--- src/rtl/memory_stage.sv ---
// Pipeline memory stage: drives a req/ack data-memory bus and loads the MEM/WB register.
// Define MEM_MISALIGN_CHECK_EN to trap misaligned half/word accesses instead of truncating them.
module memory_stage (
    input  logic        clk,
    input  logic        rst,
    input  logic        RegWriteEnM,
    input  logic        MemtoRegM,
    input  logic        JALM,
    input  logic        MemReadEnM,
    input  logic        MemWriteEnM,
    input  logic [1:0]  MemSizeM,
    input  logic [1:0]  LoadSizeM,
    input  logic [4:0]  RdM,
    input  logic [31:0] ALUResultM,
    input  logic [31:0] ReadData2M,
    input  logic [31:0] PcPlus4M,
    output logic        DMemReqO,
    output logic        DMemWeO,
    output logic [31:0] DMemAddrO,
    output logic [31:0] DMemWdataO,
    output logic [3:0]  DMemBeO,
    input  logic        DMemAckI,
    input  logic [31:0] DMemRdataI,
    output logic        StallM,
    output logic        RegWriteEnW,
    output logic        MemtoRegW,
    output logic        JALW,
    output logic [4:0]  RdW,
    output logic [31:0] ALUResultW,
    output logic [31:0] ReadDataW,
    output logic [31:0] PCPlus4W,
    output logic        MisalignW
);

    typedef enum logic {IDLE, ACCESS} state_t;

    state_t      state;
    logic [1:0]  off;
    logic        memOp;
    logic        misaligned;
    logic        busOp;
    logic [3:0]  beCalc;
    logic [31:0] wdataCalc;
    logic [31:0] loadData;
    logic [7:0]  byteSel;
    logic [15:0] halfSel;
    logic        unusedLoadSize;

    // Bit 1 of the load-size field is reserved.
    assign unusedLoadSize = LoadSizeM[1];

    assign off   = ALUResultM[1:0];
    assign memOp = MemReadEnM | MemWriteEnM;

`ifdef MEM_MISALIGN_CHECK_EN
    assign misaligned = memOp && (((MemSizeM == 2'b01) && off[0]) || (MemSizeM[1] && (off != 2'b00)));
`else
    assign misaligned = 1'b0;
`endif

    assign busOp  = memOp && !misaligned;
    assign StallM = busOp && !((state == ACCESS) && DMemAckI);

    // NOTE: every always_comb output gets a default first so no path can infer a latch.
    always_comb begin
        beCalc    = 4'b1111;
        wdataCalc = ReadData2M;
        case (MemSizeM)
            2'b00: begin
                beCalc    = 4'b0001 << off;
                wdataCalc = {4{ReadData2M[7:0]}};
            end
            2'b01: begin
                beCalc    = 4'b0011 << {off[1], 1'b0};
                wdataCalc = {2{ReadData2M[15:0]}};
            end
            default: ;
        endcase
    end

    // Lane selection relies on the M inputs being held stable until ack.
    always_comb begin
        byteSel  = DMemRdataI[{off, 3'b000} +: 8];
        halfSel  = off[1] ? DMemRdataI[31:16] : DMemRdataI[15:0];
        loadData = DMemRdataI;
        case (MemSizeM)
            2'b00:   loadData = LoadSizeM[0] ? {24'b0, byteSel} : {{24{byteSel[7]}}, byteSel};
            2'b01:   loadData = LoadSizeM[0] ? {16'b0, halfSel} : {{16{halfSel[15]}}, halfSel};
            default: ;
        endcase
    end

    // NOTE: sequential state uses non-blocking assignments only, so every flop samples pre-edge values.
    always_ff @(posedge clk) begin
        if (rst) begin
            state       <= IDLE;
            DMemReqO    <= 1'b0;
            DMemWeO     <= 1'b0;
            DMemAddrO   <= 32'b0;
            DMemWdataO  <= 32'b0;
            DMemBeO     <= 4'b0;
            RegWriteEnW <= 1'b0;
            MemtoRegW   <= 1'b0;
            JALW        <= 1'b0;
            RdW         <= 5'b0;
            ALUResultW  <= 32'b0;
            ReadDataW   <= 32'b0;
            PCPlus4W    <= 32'b0;
            MisalignW   <= 1'b0;
        end else begin
            case (state)
                IDLE: begin
                    if (busOp) begin
                        state      <= ACCESS;
                        DMemReqO   <= 1'b1;
                        DMemWeO    <= MemWriteEnM;
                        DMemAddrO  <= {ALUResultM[31:2], 2'b00};
                        DMemBeO    <= MemWriteEnM ? beCalc : 4'b0000;
                        DMemWdataO <= wdataCalc;
                    end
                end
                ACCESS: begin
                    if (DMemAckI) begin
                        state    <= IDLE;
                        DMemReqO <= 1'b0;
                    end
                end
                default: state <= IDLE;
            endcase

            if (StallM) begin
                RegWriteEnW <= 1'b0;
                MemtoRegW   <= 1'b0;
                JALW        <= 1'b0;
                RdW         <= 5'b0;
                ALUResultW  <= 32'b0;
                ReadDataW   <= 32'b0;
                PCPlus4W    <= 32'b0;
                MisalignW   <= 1'b0;
            end else begin
                RegWriteEnW <= RegWriteEnM && !misaligned;
                MemtoRegW   <= MemtoRegM;
                JALW        <= JALM;
                RdW         <= RdM;
                ALUResultW  <= ALUResultM;
                ReadDataW   <= (busOp && !MemWriteEnM) ? loadData : 32'b0;
                PCPlus4W    <= PcPlus4M;
                MisalignW   <= misaligned;
            end
        end
    end

endmodule

--- config.mk ---
export PLATFORM = sky130hd
export DESIGN_NAME = memory_stage
export DESIGN_NICKNAME = d
export VERILOG_FILES = /design/src/rtl/memory_stage.sv
export SDC_FILE = /design/constraint.sdc
export NUM_CORES = 1
export LEC_CHECK = 0
export CORE_UTILIZATION = 30
export DETAILED_ROUTE_END_ITERATION = 16
export HOLD_SLACK_MARGIN = 0.08
export PLACE_DENSITY = 0.63
export SLEW_MARGIN = 20
export SYNTH_ARGS = -nofsm -noshare
export SYNTH_HDL_FRONTEND = slang
export SYNTH_SLANG_ARGS = --single-unit
export TNS_END_PERCENT = 50
--- constraint.sdc ---
create_clock -name clk -period 1.5 [get_ports clk]
set_input_delay 0.225 -clock clk [delete_from_list [all_inputs] [get_ports clk]]
set_output_delay 0.225 -clock clk [all_outputs]
set_load 0.05 [all_outputs]
==> results of run 1 <==
## worst max-delay path: stages, from the launching register on
cell,delay (ns)
dfxtp_4,0.38
a21oi_4,0.14
buf_4,0.13
buf_12,0.13
## report_power, final
group	internal, µW	switching (µW)
combinational	1050	1520
sequential	4830	115
clock	2530	2020
total	8410	3660
## cell type report
| class | instances | area share |
|---|---|---|
| sequential | 173 | 0.341 |
| timing repair buffer | 362 | 0.330 |
| multi-input combinational | 424 | 0.235 |
| clock buffer | 18 | 0.0422 |
| tap | 265 | 0.0326 |
| clock inverter | 14 | 0.0171 |
| inverter | 3 | 0.00111 |
| antenna | 1 | 0.000246 |
## flip-flops by register name (all words and copies together) (netlist names)
register / flops
ALUResultW: 32
DMemAddrO: 30
DMemBeO: 4
DMemReqO: 1
DMemWdataO: 32
DMemWeO: 1
JALW: 1
MemtoRegW: 1
PCPlus4W: 32
RdW: 5
ReadDataW: 32
RegWriteEnW: 1
state: 1
## stage by stage
step | TNS, ns | power [µW]
final | 0 | 12100
after global routing | 0 | 12600
after CTS | 0 | 12200
after detailed placement | -36.40 | 7630
after global placement | -35.70 | 7620
after floorplan | -0.0244 | 6450
## logic make-up after synthesis
kind of cell | share of synthesized area
AO/OA/AOI/OAI | 0.163
buffers and inverters | 0.0399
flip-flops | 0.572
multiplexers | 0.0325
other | 0.000620
AND/OR/NAND/NOR | 0.192
## how the worst max path moves through the flow
stage | endpoint | slack (ns) | cells past startpoint
CTS | StallM | 0.009 | 3
global route | StallM | 0.02 | 3
global placement | ReadDataW[25] | -0.39 | 6
floorplan | ReadDataW[20] | -0.002 | 5
finish | StallM | 0.07 | 3
detailed placement | ReadDataW[28] | -0.42 | 6
## layer usage
layer	track usage	wire length, µm	vias up
met3	0.0613	1620	17
met4	0.0666	204	0
met1	0.224	8260	2618
li1	-	-	2841
met2	0.311	9700	221
met5	0	0	-
## repair_timing
item | 4_1_cts | 5_1_grt
hold endpoints to repair | 0 | 0
pin swaps | 1 | 1
resized for setup | 2 | 5
buffers inserted | 1 | 1
endpoints found under the setup margin | 1 | 19
## cell usage in the layout (no fill, tap or decap), drive strengths merged, types with 3 or more instances in the layout
cell type,n
o21ai,3
nor2,25
a211oi,17
nand2,130
clkdlybuf4s50,139
clkinvlp,3
o22ai,14
o211ai,9
a21oi,75
conb,3
buf,221
and2,72
a311oi,8
clkbuf,18
a22oi,7
a21o,14
nor2b,12
inv,11
dfxtp,173
mux2i,17
==> run_results.csv, run 1 <==
group,metric,value,unit
status,status,"completed",
floorplan,pin_count,321,
worst_setup_path,cp.arrival,1.20,ns
final_layout,instances_no_fill,1260,
final_layout,drive_gt1_frac,0.268,
detailed_routing,route.detailed.drc,0,
detailed_routing,ant_nets,0,
final_layout,final_core_util,0.519,
sta,hold_ws,0.141,ns
logic_synthesis,ys_top_cells_by_count,"173 x dfxtp_1, 130 x nand2_1, 75 x a21oi_1",
worst_setup_path,r2r_end,"DMemAddrO[21]",
cts,clockBufferDepth,2,
sta,clock_skew,0.0125,ns
sta,fin_ws,0.0741,ns
floorplan,start_util,0.309,
place,place_inst,1225,
grt,grt_pass1_wl,29100,µm
hold_path,holdPathStages,2,
floorplan,core,19600,µm²
floorplan,die_area,20700,µm²
worst_setup_path,crit_path_start_kind,"register",
run,drv_cap,0,
cts,cts.sinks,173,
sta,post-route-period-util,0.951,
place,portBuffers,316,
logic_synthesis,ys_ff_latch,173,
worst_setup_path,worstPathMaxFanout,8,
detailed_routing,drt-pass1-iter-count,4,
logic_synthesis,yosysMostFrequentCell,"dfxtp_1",
logic_synthesis,synth-edff-count,0,
final_layout,multiInputGateArea,2390,µm²
logic_synthesis,netlist_top_cells_area,"dfxtp_1 57%, nand2_1 8.1%, and2_1 7.3%, a21oi_1 6.2%, mux2i_1 2.8%",
final_layout,fillers,1809,
worst_setup_path,cp-end-kind,"primary output",
floorplan,rows,51,
sta,setup_viol_count_final,0,
logic_synthesis,yosys_most_used_dff,"dfxtp_1",
pwr,ir_worst_vdd,0.000703,V
grt,antenna_found_initial,1,
pwr,p_leak,0.00449,µW
logic_synthesis,synth-seq-area-share,0.572,
logic_synthesis,netlist_area,6050,µm²
floorplan,die_h,144,µm
worst_setup_path,timing.rr.start,"state",
worst_setup_path,setup.worst_path.start,"state",
cts,htree_levels,4,
grt,grt_overflow,0,
worst_setup_path,r2r_slack,0.17,ns
worst_setup_path,reg2reg_depth,5,
place,post_dp_cell_area,9520,µm²
detailed_routing,vias,5697,
cts,cts_root_buffer,"clkbuf_16",
final_layout,fin_area,10200,µm²
detailed_routing,vias_per_cell,4.52,
final_layout,seqCellArea,3470,µm²
grt,grtUsageTotal,0.187,
logic_synthesis,synthArstFlopShare,0,
worst_setup_path,critical_path_class,"reg -> out",
logic_synthesis,synth_top_area_cell,"dfxtp_1",
cts,clk_latency,0.44,ns
grt,first_global_vias,5195,
hold_path,worstHoldEndpoint,"DMemBeO[2]",
logic_synthesis,netlist_instances,652,
pwr,power_density,1190,nW/µm²
sta,slew_viol_final,0,
sta,hold_viol,0,
logic_synthesis,avgSynthCellArea,9.28,µm²
final_layout,final_nets,1126,
logic_synthesis,synth_cell_types,38,
place,hpwlAfterDp,14800,µm
hold_path,min_from,"rst",
floorplan,die_width,144,µm
sta,fin_crit,1.43,ns
final_layout,area_growth,67.9,%
cts,cts_tree,"done",
hold_path,hp-class,"in -> reg",
detailed_routing,wl,19800,µm
place,place.gp.congestion,0.803,
cts,cts_buffers,17,
logic_synthesis,yosysTopAreaCellShare,0.572,
place,dp_worst_setup_slack,-0.423,ns
sta,grt_setup_unrepaired,"no",
detailed_routing,drtIter0Drc,248,
grt,grt_start_max_net_pins,63,
worst_setup_path,crit_required,1.27,ns
sta,fmax,701,MHz
cts,cts_hold_buf,0,
detailed_routing,post_drt_wl_per_cell,15.7,µm
logic_synthesis,yosys_warnings,0,
cts,clk_pin_slew_worst_paths,0.06,ns
No activity file was read; power rests on OpenSTA's default activity.
==> run 2, diff against run 1 <==
--- a/config.mk
+++ b/config.mk
@@ -7,7 +7,6 @@
 export LEC_CHECK = 0
 export CORE_UTILIZATION = 30
 export DETAILED_ROUTE_END_ITERATION = 16
-export HOLD_SLACK_MARGIN = 0.08
 export PLACE_DENSITY = 0.63
 export SLEW_MARGIN = 20
 export SYNTH_ARGS = -nofsm -noshare
==> results of run 2 <==
Same layout as run 1: the final DEF is identical, and so are final timing and power.
